### config.mk
export PLATFORM = sky130hd
export DESIGN_NAME = stage4
export DESIGN_NICKNAME = d
export VERILOG_FILES = /design/src/rtl/mips_pkg.sv /design/src/rtl/dmem_if.sv /design/src/rtl/stage4.sv
export SDC_FILE = /design/constraint.sdc
export NUM_CORES = 1
export LEC_CHECK = 0
export ABC_AREA = 0
export BUFFER_PORTS_ARGS = -buffer_cell sky130_fd_sc_hd__buf_2
export CAP_MARGIN = 20
export CORE_AREA = 2 2 124 126
export CTS_CLUSTER_DIAMETER = 200
export DETAILED_ROUTE_END_ITERATION = 10
export DIE_AREA = 0 0 126 128
export GPL_ROUTABILITY_DRIVEN = 0
export PLACE_DENSITY = 0.8
export SLEW_MARGIN = 20
export SYNTH_ARGS = -nofsm -noshare
export SYNTH_HDL_FRONTEND = slang
export SYNTH_SLANG_ARGS = --single-unit
### constraint.sdc
create_clock -name clk -period 1.7 [get_ports clk]
set_input_delay 0.255 -clock clk [delete_from_list [all_inputs] [get_ports clk]]
set_output_delay 0.255 -clock clk [all_outputs]
set_load 0.005 [all_outputs]
### src/rtl/mips_pkg.sv
// Shared definitions for the MIPS pipeline: control-bit positions, memory FSM states
// and the pipeline register layouts used by the memory-access stage.
package mips_pkg;

    localparam int MEM_READ        = 0;
    localparam int MEM_WRITE       = 1;
    localparam int MEM_BRANCH      = 2;
    localparam int WB_REGWRITE     = 0;
    localparam int WB_MEMTOREG     = 1;
    localparam int DEFAULT_TIMEOUT = 15;

    typedef enum logic {
        S_IDLE = 1'b0,
        S_WAIT = 1'b1
    } memState_e;

    // The reserved MEM bit 3 is dropped, so only three MEM control bits are kept.
    typedef struct packed {
        logic [31:0] result;
        logic [31:0] outB;
        logic [4:0]  writeReg;
        logic [2:0]  mem;
        logic [1:0]  wb;
        logic [31:0] target;
        logic        equal;
    } exMem_t;

    typedef struct packed {
        logic        regWrite;
        logic [4:0]  writeReg;
        logic [31:0] value;
    } memWb_t;

endpackage

### src/rtl/dmem_if.sv
// Data-memory handshake controller: request FSM, bounded wait counter,
// and the stall/abort/done strobes for the memory stage.
module dmem_if
    import mips_pkg::*;
#(
    parameter int TIMEOUT = DEFAULT_TIMEOUT
) (
    input  logic clk,
    input  logic reset,
    input  logic access_i,
    input  logic ready_i,
    output logic req_o,
    output logic stall_o,
    output logic abort_o,
    output logic done_o
);

    localparam int CW = (TIMEOUT < 2) ? 1 : $clog2(TIMEOUT + 1);
    localparam logic [CW-1:0] LIMIT = CW'(TIMEOUT);

    memState_e state_q, state_d;
    logic [CW-1:0] cnt_q, cnt_d;

    always_ff @(posedge clk) begin
        if (reset) begin
            state_q <= S_IDLE;
            cnt_q   <= '0;
        end else begin
            state_q <= state_d;
            cnt_q   <= cnt_d;
        end
    end

    // The request goes out in IDLE already, so a memory that answers at once costs no stall.
    always_comb begin
        state_d = state_q;
        cnt_d   = cnt_q;
        req_o   = 1'b0;
        abort_o = 1'b0;
        case (state_q)
            S_IDLE: begin
                if (access_i) begin
                    req_o = 1'b1;
                    if (!ready_i) begin
                        state_d = S_WAIT;
                        cnt_d   = '0;
                    end
                end
            end
            S_WAIT: begin
                req_o = 1'b1;
                if (ready_i) begin
                    state_d = S_IDLE;
                end else if (cnt_q == LIMIT) begin
                    abort_o = 1'b1;
                    state_d = S_IDLE;
                end else begin
                    cnt_d = cnt_q + CW'(1);
                end
            end
            default: state_d = S_IDLE;
        endcase
    end

    assign done_o  = req_o & ready_i;
    assign stall_o = access_i & ~done_o & ~abort_o;

endmodule

### src/rtl/stage4.sv
// MIPS memory-access stage: EX/MEM and MEM/WB pipeline registers, beq resolution,
// forwarding taps and the variable-latency data-memory interface.
module stage4
    import mips_pkg::*;
#(
    parameter int TIMEOUT = DEFAULT_TIMEOUT
) (
    input  logic        clk,
    input  logic        reset,
    input  logic [31:0] Result,
    input  logic [31:0] OutB,
    input  logic [4:0]  WriteReg,
    input  logic [3:0]  MEMReg,
    input  logic [1:0]  WBReg,
    input  logic [31:0] PCPlus4PlusOff,
    input  logic        Equal,
    input  logic        Flush,
    output logic        dmem_req,
    output logic        dmem_we,
    output logic [31:0] dmem_addr,
    output logic [31:0] dmem_wdata,
    input  logic [31:0] dmem_rdata,
    input  logic        dmem_ready,
    output logic        Stall,
    output logic [31:0] ALUop_inMEM,
    output logic        RegWrite_inMEM,
    output logic [4:0]  WriteReg_inMEM,
    output logic        PCSrc,
    output logic [31:0] BranchTarget,
    output logic [31:0] MUXop_inWB,
    output logic        RegWrite_inWB,
    output logic [4:0]  WriteReg_inWB,
    output logic        MemErr
);

    exMem_t exMem_q, exMem_d;
    memWb_t memWb_q, memWb_d;
    logic   memErr_q, memErr_d;

    logic        memop, misaligned, access;
    logic        req, stall, abort, done;
    logic [31:0] loadData;
    logic        unusedMemBit;

    assign unusedMemBit = MEMReg[3];

    assign memop      = exMem_q.mem[MEM_READ] | exMem_q.mem[MEM_WRITE];
    assign misaligned = memop & (exMem_q.result[1:0] != 2'b00);
    assign access     = memop & ~misaligned;

    dmem_if #(.TIMEOUT(TIMEOUT)) u_dmem_if (
        .clk      (clk),
        .reset    (reset),
        .access_i (access),
        .ready_i  (dmem_ready),
        .req_o    (req),
        .stall_o  (stall),
        .abort_o  (abort),
        .done_o   (done)
    );

    // Aborted and misaligned loads both fall through to a zero load value.
    assign loadData = done ? dmem_rdata : 32'h0;

    always_comb begin
        exMem_d = exMem_q;
        if (!stall) begin
            exMem_d.result   = Result;
            exMem_d.outB     = OutB;
            exMem_d.writeReg = WriteReg;
            exMem_d.mem      = MEMReg[2:0];
            exMem_d.wb       = WBReg;
            exMem_d.target   = PCPlus4PlusOff;
            exMem_d.equal    = Equal;
            if (Flush) begin
                exMem_d.mem = '0;
                exMem_d.wb  = '0;
            end
        end
        memWb_d.regWrite = exMem_q.wb[WB_REGWRITE] & ~stall;
        memWb_d.writeReg = exMem_q.writeReg;
        memWb_d.value    = exMem_q.wb[WB_MEMTOREG] ? loadData : exMem_q.result;
        memErr_d         = memErr_q | misaligned | abort;
    end

    always_ff @(posedge clk) begin
        if (reset) begin
            exMem_q  <= '0;
            memWb_q  <= '0;
            memErr_q <= 1'b0;
        end else begin
            exMem_q  <= exMem_d;
            memWb_q  <= memWb_d;
            memErr_q <= memErr_d;
        end
    end

    assign dmem_req       = req;
    assign dmem_we        = req & exMem_q.mem[MEM_WRITE];
    assign dmem_addr      = exMem_q.result;
    assign dmem_wdata     = exMem_q.outB;
    assign Stall          = stall;
    assign ALUop_inMEM    = exMem_q.result;
    assign RegWrite_inMEM = exMem_q.wb[WB_REGWRITE];
    assign WriteReg_inMEM = exMem_q.writeReg;
    assign PCSrc          = exMem_q.mem[MEM_BRANCH] & exMem_q.equal;
    assign BranchTarget   = exMem_q.target;
    assign MUXop_inWB     = memWb_q.value;
    assign RegWrite_inWB  = memWb_q.regWrite;
    assign WriteReg_inWB  = memWb_q.writeReg;
    assign MemErr         = memErr_q;

endmodule

==> results of run 1 <==
-- state kept, by name, summed over array words and instances, names as in the netlist --
name and cells:
ALUop_inMEM 32, BranchTarget 32, MUXop_inWB 32, dmem_wdata 32
WriteReg_inMEM 5, WriteReg_inWB 5, exMem_q 5, u_dmem_if.cnt_q 4
MemErr 1, RegWrite_inMEM 1, RegWrite_inWB 1, u_dmem_if.state_q 1
-- cells by family (layout without fill, tap and decap cells) --
kind of cell,count (synthesis),after routing,share of synthesized area
adders and majority gates,1,1,0.002003
buffers and inverters,185,384,0.1959
DFF,151,151,0.4840
and+or+nand+nor,272,272,0.1755
AOI/OAI and AO/OA,148,148,0.1408
muxes,1,1,0.001803
-- metrics by stage --
| stage | std cells | hold WS (ns) |
|---|---|---|
| after detailed placement | 1103 | 0.4400 |
| after global routing | 1145 | 0.06303 |
| after floorplan | 758 | 0.3955 |
| after global placement | 1103 | 0.4350 |
| after CTS | 1144 | 0.06066 |
| final | 1145 | 0.07740 |
-- area by class of cell --
cell class | count | area, um^2 | area share
repair buffers | 349 | 1999 | 0.2502
clock buffers | 22 | 464.2 | 0.05809
flip-flops and latches | 151 | 3030 | 0.3792
clock inverters | 10 | 170.2 | 0.02129
multi-input cells | 422 | 2073 | 0.2594
inverters | 3 | 18.77 | 0.002349
well taps | 188 | 235.2 | 0.02943
-- power by group --
part	leakage [nW]	switching (mW)	internal, mW
sequential	1.25	0.110	3.74
clock	0.301	1.46	2.55
combinational	2.43	0.485	0.488
total	3.98	2.06	6.78
-- per-layer routing --
layer | vias to the layer above | part of all wire | GRT usage
met5 | - | 0 | 0
met4 | 0 | 0.019 | 0.07628
met3 | 23 | 0.075 | 0.05927
met2 | 230 | 0.50 | 0.3159
met1 | 2462 | 0.41 | 0.2195
li1 | 2718 | - | -
-- path summary, 6_finish.rpt --
path,slack (ns),to,startpoint,cells past startpoint
min,0.08,ALUop_inMEM[23]$_SDFFE_PP0N_,Result[23],3
max reg2reg,0.08,dmem_wdata[7]$_SDFFE_PP0N_,u_dmem_if.cnt_q[0]$_SDFFE_PP0P_,8
max,-0.05,Stall,u_dmem_if.cnt_q[0]$_SDFFE_PP0P_,6
min reg2reg,0.44,dmem_wdata[30]$_SDFFE_PP0N_,dmem_wdata[30]$_SDFFE_PP0N_,2
-- timing repair --
action / in CTS / in global routing
pin swaps: 6 / 2
hold buffers: 0 / 0
resized for setup: 15 / 13
cloned: 1 / 1
buffers inserted: 8 / 0
endpoints found under the setup margin: 3 / 31
-- worst reg2reg max path: stages (launching register included) --
cell	delay [ns]
dfxtp_4	0.36
ha_4	0.17
a41oi_4	0.21
nand3_4	0.12
clkinv_4	0.07
buf_4	0.18
bufbuf_16	0.29
nand2_1	0.06
a21oi_1	0.11
-- layout by cell type (no fill, tap or decap), types with 18 or more instances in the layout --
master / synthesis / final
buf_2: 15 / 315
nand2_1: 208 / 208
dfxtp_1: 151 / 147
a21oi_1: 109 / 107
nor2_1: 38 / 38
a32oi_1: 32 / 29
clkbuf_16: 0 / 18
buf_4: 134 / 18
-- cells in the mapped netlist (2+ instances only) --
library cell    n  area (um^2)
a21oi_1       109        545.5
nor2_1         38        142.6
dfxtp_1       151         3023
a32oi_1        32        280.3
buf_2          15        75.07
nor3b_1         3        22.52
inv_2           2        7.510
and2_1          3        18.77
clkbuf_1       31        116.4
nor2b_1         6        37.54
buf_4         134         1006
o21ai_0         3        15.01
nand2_1       208        780.8
nand3b_1        6        45.04
nor3_1          2        10.01
nand3_1         2        10.01
==> qor.csv, run 1 <==
stage,metric,value,unit
worst_setup_path,critical-path cell list,ha_4 > a41oi_4 > nand3_4 > clkinv_4 > buf_12 > buf_6,
placed_design,hpwl dp,10.80,mm
power,Max IR drop VDD,0.6218,mV
global_routing,first-pass GRT wire length,23.88,mm
worst_setup_path,CP endpoint kind,primary output,
placed_design,Place WS,0.01581,ns
power,Pleak,3.979,nW
sta,Worst-Margin Slew,0.3840,ns
worst_setup_path,critical path's slowest cell,dfxtp_4,
sta,final hold violations,0,
worst_setup_path,Critical Path RT,1.44,ns
synthesis,#FFs+latches synth,151,
worst_setup_path,Startpoint Class,flop,
floorplanning,Chip Height,128,um
sta,RSZ-0062 raised after global routing,true,
routing,drt total wl,16.19,mm
clock_tree,maximum clock path buffer count,2,
synthesis,synthesized area,6246,um^2
clock_tree,CTS tree,yes,
synthesis,Main synth FF type,dfxtp_1,
clock_tree,H-tree Lvls,4,
sta,final worst slack,-0.05480,ns
routing,Routed Antenna Nets,0,
routing,DR vias/cell,4.745,
sta,clk_skew,0.008969,ns
power,Tot Pwr,8.837,mW
worst_setup_path,worst path bufs/invs,3,
sta,Final setup viols,2,
floorplanning,Die X,126,um
floorplanning,die area,16130,um^2
floorplanning,CORE AREA,14860,um^2
global_routing,grt ovf,0,
clock_tree,CTS buffer count,17,
worst_setup_path,critical path type,flop to primary output,
sta,minimum clock period,1.755,ns
floorplanning,IO Pins,321,
placed_design,placed inst area,7114,um^2
layout,Final #Nets,1089,
outcome,status,"complete, but fails checks",
routing,Pre-Repair DR Iteration Count,5,
synthesis,number of synthesized flops with an enable pin,0,
layout,Post-Route Utilization,0.5376,
synthesis,register area share after synthesis,0.4840,
worst_setup_path,Crit path max-delay family,flip-flops,
layout,diode count,0,
floorplanning,FP Rows,45,
worst_setup_path,CP Max Fanout,4,
sta,fmax,569.9,MHz
synthesis,asr flop ratio synth,0,
outcome,failing checks,negative setup slack,
routing,via count,5433,
clock_tree,Clock Sink Count,151,
global_routing,number of global-route vias before repair,4715,
global_routing,total track usage,0.1865,
worst_setup_path,CP arrival,1.50,ns
routing,WL per Instance,14.14,um
routing,post-route DRC violation count,0,
layout,share of cells above drive strength 1,0.4138,
power,PD cells,1106,nW/um^2
sta,Final Cycle Share,1.032,
worst_setup_path,"slowest stage delay, CP",0.36,ns
synthesis,Ys Warns,0,
sta,setup total negative slack,-0.06441,ns
clock_tree,"CTS clk-pin slew, worst paths",0.06,ns
global_routing,initial antenna violation count,0,
layout,Finished Cell Area,7991,um^2
clock_tree,clock root buffer,clkbuf_16,
sta,"Slew Viols, Final",0,
run,Max-Cap Viols,0,
global_routing,largest net degree at the start of global routing,60,
synthesis,syn avg cell area,8.240,um^2
floorplanning,starting density of the core,0.4202,
synthesis,Mapped Nets,903,
routing,Iteration-0 DRC Markers,307,
layout,area grow syn2layout,27.94,%
hold_path,hold crit path type,input port to flop,
sta,max_slew headroom,0.7440,
synthesis,synth unique cells,29,
synthesis,Post-Syn Instances,758,
clock_tree,clk_lat worst skew,0.41,ns
layout,# fillers,1369,
placed_design,PortBufs,319,
No activity file was read; power rests on OpenSTA's default activity.
==> inputs of run 2 (changes only) <==
- CORE_AREA: 2 2 124 126 -> 2 2 123 125
- DIE_AREA: 0 0 126 128 -> 0 0 125 127
- PLACE_DENSITY: 0.8 -> 0.81
- clock period: 1.7 -> 2.1 ns (I/O delays scaled with it)
==> qor.csv, run 2 (same netlist as run 1, synthesis figures left out) <==
stage,metric,value,unit,change
outcome,status,"finished, final reports clean",,
power,Pleak,3.839,nW,-3.5%
worst_setup_path,flop2flop setup slack,0.32,ns,+0.24 ns
clock_tree,Clock Sink Count,151,,unchanged
clock_tree,cts-stage hold buffer count,0,,unchanged
layout,share of cells above drive strength 1,0.3930,,-0.02082
layout,"most common cell after layout, fill and taps aside",buf_2,,
floorplanning,IO Pins,321,,unchanged
sta,Worst-Margin Slew,0.9569,ns,+0.5730 ns
placed_design,cell total after placement,1090,,-1.2%
clock_tree,CTS buffer count,17,,unchanged
sta,setup total negative slack,0,ns,+0.06441 ns
clock_tree,clk_lat worst skew,0.41,ns,about the same
sta,final hold violations,0,,unchanged
worst_setup_path,critical path's slowest cell,dfxtp_1,,
layout,Non-Filler Instances,1123,,-1.9%
sta,final worst slack,0.1221,ns,+0.1769 ns
layout,Final #Nets,1071,,-1.7%
global_routing,total track usage,0.1939,,+0.007478
global_routing,number of global-route vias before repair,5097,,+8.1%
worst_setup_path,CP arrival,1.66,ns,+0.16 ns
sta,"Slew Viols, Final",0,,unchanged
routing,Routed Antenna Nets,0,,unchanged
layout,# fillers,1363,,-0.44%
sta,minimum clock period,1.978,ns,
run,Max-Cap Viols,0,,unchanged
worst_setup_path,worst path bufs/invs,3,,unchanged
worst_setup_path,critical path type,flop to primary output,,
clock_tree,"CTS clk-pin slew, worst paths",0.06,ns,about the same
global_routing,grt ovf,0,,unchanged
placed_design,hpwl dp,10.90,mm,+0.92%
sta,hold slack final,0.1408,ns,+0.06343 ns
power,PD cells,889.5,nW/um^2,-20%
global_routing,largest net degree at the start of global routing,106,,+77%
clock_tree,H-tree Lvls,4,,unchanged
worst_setup_path,RR Startpoint,exMem_q[34]$_SDFFE_PP0N_,,
routing,drt total wl,15.63,mm,-3.4%
hold_path,hold crit path type,input port to flop,,
sta,max_slew headroom,0.3581,,-0.3859
routing,post-route DRC violation count,0,,unchanged
clock_tree,CTS tree,yes,,
clock_tree,clock root buffer,clkbuf_16,,
routing,Iteration-0 DRC Markers,293,,-4.6%
sta,Final setup viols,0,,-2
worst_setup_path,CP Max Fanout,33,,+29
worst_setup_path,"slowest stage delay, CP",0.40,ns,+0.04 ns
floorplanning,die area,15880,um^2,-1.6%
floorplanning,starting density of the core,0.4330,,+0.01283
floorplanning,FP Rows,44,,-2.2%
placed_design,PortBufs,319,,unchanged
worst_setup_path,worst r2r dst,MUXop_inWB[6]$_SDFF_PP0_,,
worst_setup_path,total stage count of the critical path,5,,-1
sta,Final Cycle Share,0.9419,,
layout,most frequent cells in the layout,"buf_2, nand2_1, dfxtp_1",,
worst_setup_path,CP endpoint kind,primary output,,
sta,RSZ-0062 raised after global routing,false,,
layout,diode count,0,,unchanged
floorplanning,CORE AREA,14420,um^2,-3.0%
sta,clk_skew,0.008431,ns,-0.0005384 ns
routing,via count,5340,,-1.7%
worst_setup_path,Critical Path RT,1.78,ns,+0.34 ns
worst_setup_path,Startpoint Class,flop,,
hold_path,hold-critical path depth,3,,unchanged
global_routing,initial antenna violation count,0,,unchanged
floorplanning,Chip Height,127,um,-0.78%
placed_design,Place WS,0.2564,ns,+0.2406 ns
worst_setup_path,start point of the critical path,ALUop_inMEM[1]$_SDFFE_PP0N_,,
power,Max IR drop VDD,0.5047,mV,-19%
worst_setup_path,reg2reg path depth,3,,-5
routing,WL per Instance,13.92,um,-1.5%
routing,DR vias/cell,4.755,,+0.21%
floorplanning,Die X,125,um,-0.79%
worst_setup_path,end of the critical path,dmem_req,,
clock_tree,maximum clock path buffer count,2,,unchanged
worst_setup_path,Crit path max-delay family,buffers and inverters,,
sta,fmax,505.6,MHz,
routing,Pre-Repair DR Iteration Count,4,,-1
worst_setup_path,critical-path cell list,nor2_2 > a21oi_2 > inv_2 > buf_6 > buf_2,,
layout,area grow syn2layout,22.56,%,
global_routing,first-pass GRT wire length,24.90,mm,+4.3%
## run 2: repair_timing
action | in CTS | in global routing
setup buffers | 0 | 1
pin swaps | 0 | 1
setup endpoints to repair | 2 | 1
resized for setup | 4 | 0
## run 2: tightest hold or removal path, cell delays in order
cell and delay [ns]:
buf_2 0.09, nand2_1 0.04, a21oi_1 0.05
## run 2: metrics by stage
stage / utilization / power [mW] / cell area, um^2
3_3_place_gp: 0.4882 / 3.894 / 7042
3_5_place_dp: 0.4882 / 3.912 / 7042
2_1_floorplan: - / 3.695 / 6246
4_1_cts: 0.5302 / 6.896 / 7647
6_report: 0.5307 / 6.809 / 7655
5_1_grt: 0.5307 / 7.124 / 7655
## run 2: worst min-delay path by stage
stage / from / end / slack, ns
after detailed placement: BranchTarget[13]$_SDFFE_PP0N_ / BranchTarget[13]$_SDFFE_PP0N_ / 0.44
after CTS: OutB[2] / dmem_wdata[2]$_SDFFE_PP0N_ / 0.12
final: OutB[2] / dmem_wdata[2]$_SDFFE_PP0N_ / 0.14
after global placement: BranchTarget[15]$_SDFFE_PP0N_ / BranchTarget[15]$_SDFFE_PP0N_ / 0.43
after global routing: OutB[4] / dmem_wdata[4]$_SDFFE_PP0N_ / 0.13
after floorplan: exMem_q[0]$_SDFFE_PP0N_ / exMem_q[0]$_SDFFE_PP0N_ / 0.43
## run 2: layout make-up
type,count,area [um^2],share of cell area
flip-flops and latches,151,3023,0.3949
multi-input cells,422,2009,0.2625
repair buffers,331,1780,0.2326
clock buffers,23,498.0,0.06505
well taps,184,230.2,0.03008
clock inverters,9,90.09,0.01177
inverters,3,23.77,0.003106
## run 2: power by group
part | leakage, nW | switching, mW | internal, mW
clock network | 0.286 | 1.16 | 1.80
registers | 1.25 | 0.0988 | 3.03
logic | 2.30 | 0.369 | 0.352
total | 3.84 | 1.63 | 5.18
## run 2: metal layers
metal  global-route usage  vias up  part of all wire
li1                     -     2679                 -
met1               0.2335     2407              0.42
met2               0.3248      225              0.49
met3              0.05737       29             0.072
met4              0.08235        0             0.025
met5                    0        -                 0
==> inputs of run 3 (changes only) <==
- CORE_AREA: 2 2 123 125 -> not set
- CORE_UTILIZATION: not set -> 42
- CTS_BUF_LIST: not set -> sky130_fd_sc_hd__clkbuf_4
- CTS_CLUSTER_DIAMETER: 200 -> 150
- DIE_AREA: 0 0 125 127 -> not set
- PLACE_DENSITY: 0.81 -> 0.83
- clock period: 2.1 -> 1.8 ns (I/O delays scaled with it)
==> qor.csv, run 3 (same netlist as run 1, synthesis figures left out) <==
stage,metric,value,unit,change
floorplanning,IO Pins,321,,unchanged
placed_design,placed inst area,7074,um^2,+0.46%
routing,Pre-Repair DR Iteration Count,5,,+1
routing,via count,6446,,+21%
layout,Finished Cell Area,9080,um^2,+19%
global_routing,total track usage,0.2505,,+0.05657
layout,Non-Filler Instances,1281,,+14%
routing,WL per Instance,16.32,um,+17%
routing,post-route DRC violation count,0,,unchanged
outcome,failing checks,negative setup slack,,
placed_design,hpwl dp,11.17,mm,+2.5%
sta,final hold violations,0,,unchanged
sta,clk_skew,0.01744,ns,+0.009008 ns
sta,minimum clock period,1.915,ns,
clock_tree,CTS buffer count,17,,unchanged
layout,"most common cell after layout, fill and taps aside",buf_2,,
worst_setup_path,"slowest stage delay, CP",0.38,ns,-0.02 ns
global_routing,initial antenna violation count,0,,unchanged
worst_setup_path,Startpoint Class,flop,,
worst_setup_path,worst path bufs/invs,2,,-1
floorplanning,FP Rows,44,,unchanged
run,Max-Cap Viols,0,,unchanged
sta,fmax,522.3,MHz,
global_routing,first-pass GRT wire length,29.22,mm,+17%
clock_tree,maximum clock path buffer count,2,,unchanged
worst_setup_path,critical path type,flop to primary output,,
placed_design,cell total after placement,1096,,+0.55%
worst_setup_path,critical path's slowest cell,dfxtp_4,,
sta,hold slack final,0.1124,ns,-0.02848 ns
layout,most frequent cells in the layout,"buf_2, nand2_1, dfxtp_1",,
sta,"Slew Viols, Final",0,,unchanged
worst_setup_path,Crit path max-delay family,simple AND/OR/NAND/NOR gates,,
global_routing,largest net degree at the start of global routing,68,,-36%
floorplanning,starting density of the core,0.4298,,-0.003281
floorplanning,Die X,124.0,um,-0.84%
worst_setup_path,CP arrival,1.64,ns,-0.02 ns
global_routing,grt ovf,0,,unchanged
sta,Final setup viols,3,,+3
outcome,status,"complete, but fails checks",,
layout,area grow syn2layout,45.37,%,
clock_tree,H-tree Lvls,4,,unchanged
sta,final worst slack,-0.1145,ns,-0.2366 ns
worst_setup_path,CP Max Fanout,4,,-88%
sta,Worst-Margin Slew,0.5030,ns,-0.4539 ns
clock_tree,Clock Sink Count,151,,unchanged
sta,RSZ-0062 raised after global routing,true,,
routing,DR vias/cell,5.032,,+5.8%
sta,max_slew headroom,0.6647,,+0.3066
routing,Routed Antenna Nets,0,,unchanged
routing,drt total wl,20.90,mm,+34%
placed_design,PortBufs,319,,unchanged
worst_setup_path,CP endpoint kind,primary output,,
layout,share of cells above drive strength 1,0.3610,,-0.03199
power,Pleak,4.433,nW,+15%
clock_tree,clock root buffer,clkbuf_4,,
power,PD cells,772.1,nW/um^2,-13%
floorplanning,Chip Height,124.0,um,-2.4%
power,Max IR drop VDD,0.7892,mV,+56%
hold_path,hold crit path type,input port to flop,,
layout,Final #Nets,1230,,+15%
floorplanning,die area,15360,um^2,-3.2%
worst_setup_path,critical-path cell list,or2_4 > a21oi_4 > inv_2 > and2_4 > buf_6,,
routing,Iteration-0 DRC Markers,425,,+45%
sta,Final Cycle Share,1.064,,
sta,setup total negative slack,-0.3044,ns,-0.3044 ns
worst_setup_path,Critical Path RT,1.53,ns,-0.25 ns
clock_tree,"CTS clk-pin slew, worst paths",0.12,ns,+0.06 ns
floorplanning,CORE AREA,14530,um^2,+0.76%
clock_tree,CTS tree,yes,,
clock_tree,clk_lat worst skew,0.52,ns,+0.11 ns
global_routing,number of global-route vias before repair,5960,,+17%
layout,diode count,0,,unchanged
## run 3: cell count changes in the layout (fill, tap and decap cells not counted), sizes merged
cell,change
clkinvlp,+2
clkinv,+1
clkbuf,-3
buf,+17
bufinv,+2
bufbuf,+1
dlygate4sd3,+138
## run 3: area by class of cell
| class | count | area (um^2) |
|---|---|---|
| fillers | 1180 | 5454 |
| repair buffers | 490 | 3451 |
| flip-flops and latches | 151 | 3034 |
| multi-input cells | 422 | 2054 |
| well taps | 184 | 230.2 |
| clock inverters | 14 | 158.9 |
| clock buffers | 17 | 127.6 |
| inverters | 3 | 23.77 |
## run 3: layer usage
layer  global-route usage  up-vias  wire, um
met5                    0        -         0
met4               0.1079        0       597
met3              0.07647       60      1753
met2               0.4656      402     10870
met1               0.2575     2977      7678
li1                     -     3007         -
## run 3: worst register-to-register path, cell delays in order, from the launching register on
cell and delay (ns):
dfxtp_4 0.38, or2_4 0.27, buf_4 0.15, nand3_4 0.11
buf_4 0.20, buf_16 0.20, nand2_1 0.18, a21oi_1 0.19
## run 3: worst paths after layout
path / startpoint / to / slack (ns) / cells past startpoint
max reg2reg: exMem_q[36]$_SDFFE_PP0N_ / ALUop_inMEM[15]$_SDFFE_PP0N_ / 0.05 / 7
min reg2reg: dmem_wdata[22]$_SDFFE_PP0N_ / dmem_wdata[22]$_SDFFE_PP0N_ / 0.46 / 2
max: exMem_q[36]$_SDFFE_PP0N_ / dmem_we / -0.11 / 5
min: Flush / exMem_q[36]$_SDFFE_PP0N_ / 0.11 / 3
## run 3: timing repair
item,in CTS,in global routing
pin swaps,2,6
gates resized for setup,15,17
buffers inserted,9,4
endpoints found under the hold margin,138,0
cloned,1,3
hold buffers,138,0
setup endpoints to repair,5,31
## run 3: through the flow
step           setup slack (ns)  total power, mW  utilization
2_1_floorplan            0.2470            4.311            -
3_3_place_gp            0.06432            4.547       0.4867
3_5_place_dp            0.02629            4.571       0.4867
4_1_cts                 -0.1437            6.986       0.6129
5_1_grt                 -0.2391            7.337       0.6247
6_report                -0.1145            7.011       0.6247
## run 3: where the power goes
part	internal [mW]	switching [mW]	total [mW]
clock	0.941	1.20	2.14
sequential	3.53	0.125	3.66
combinational	0.672	0.542	1.21
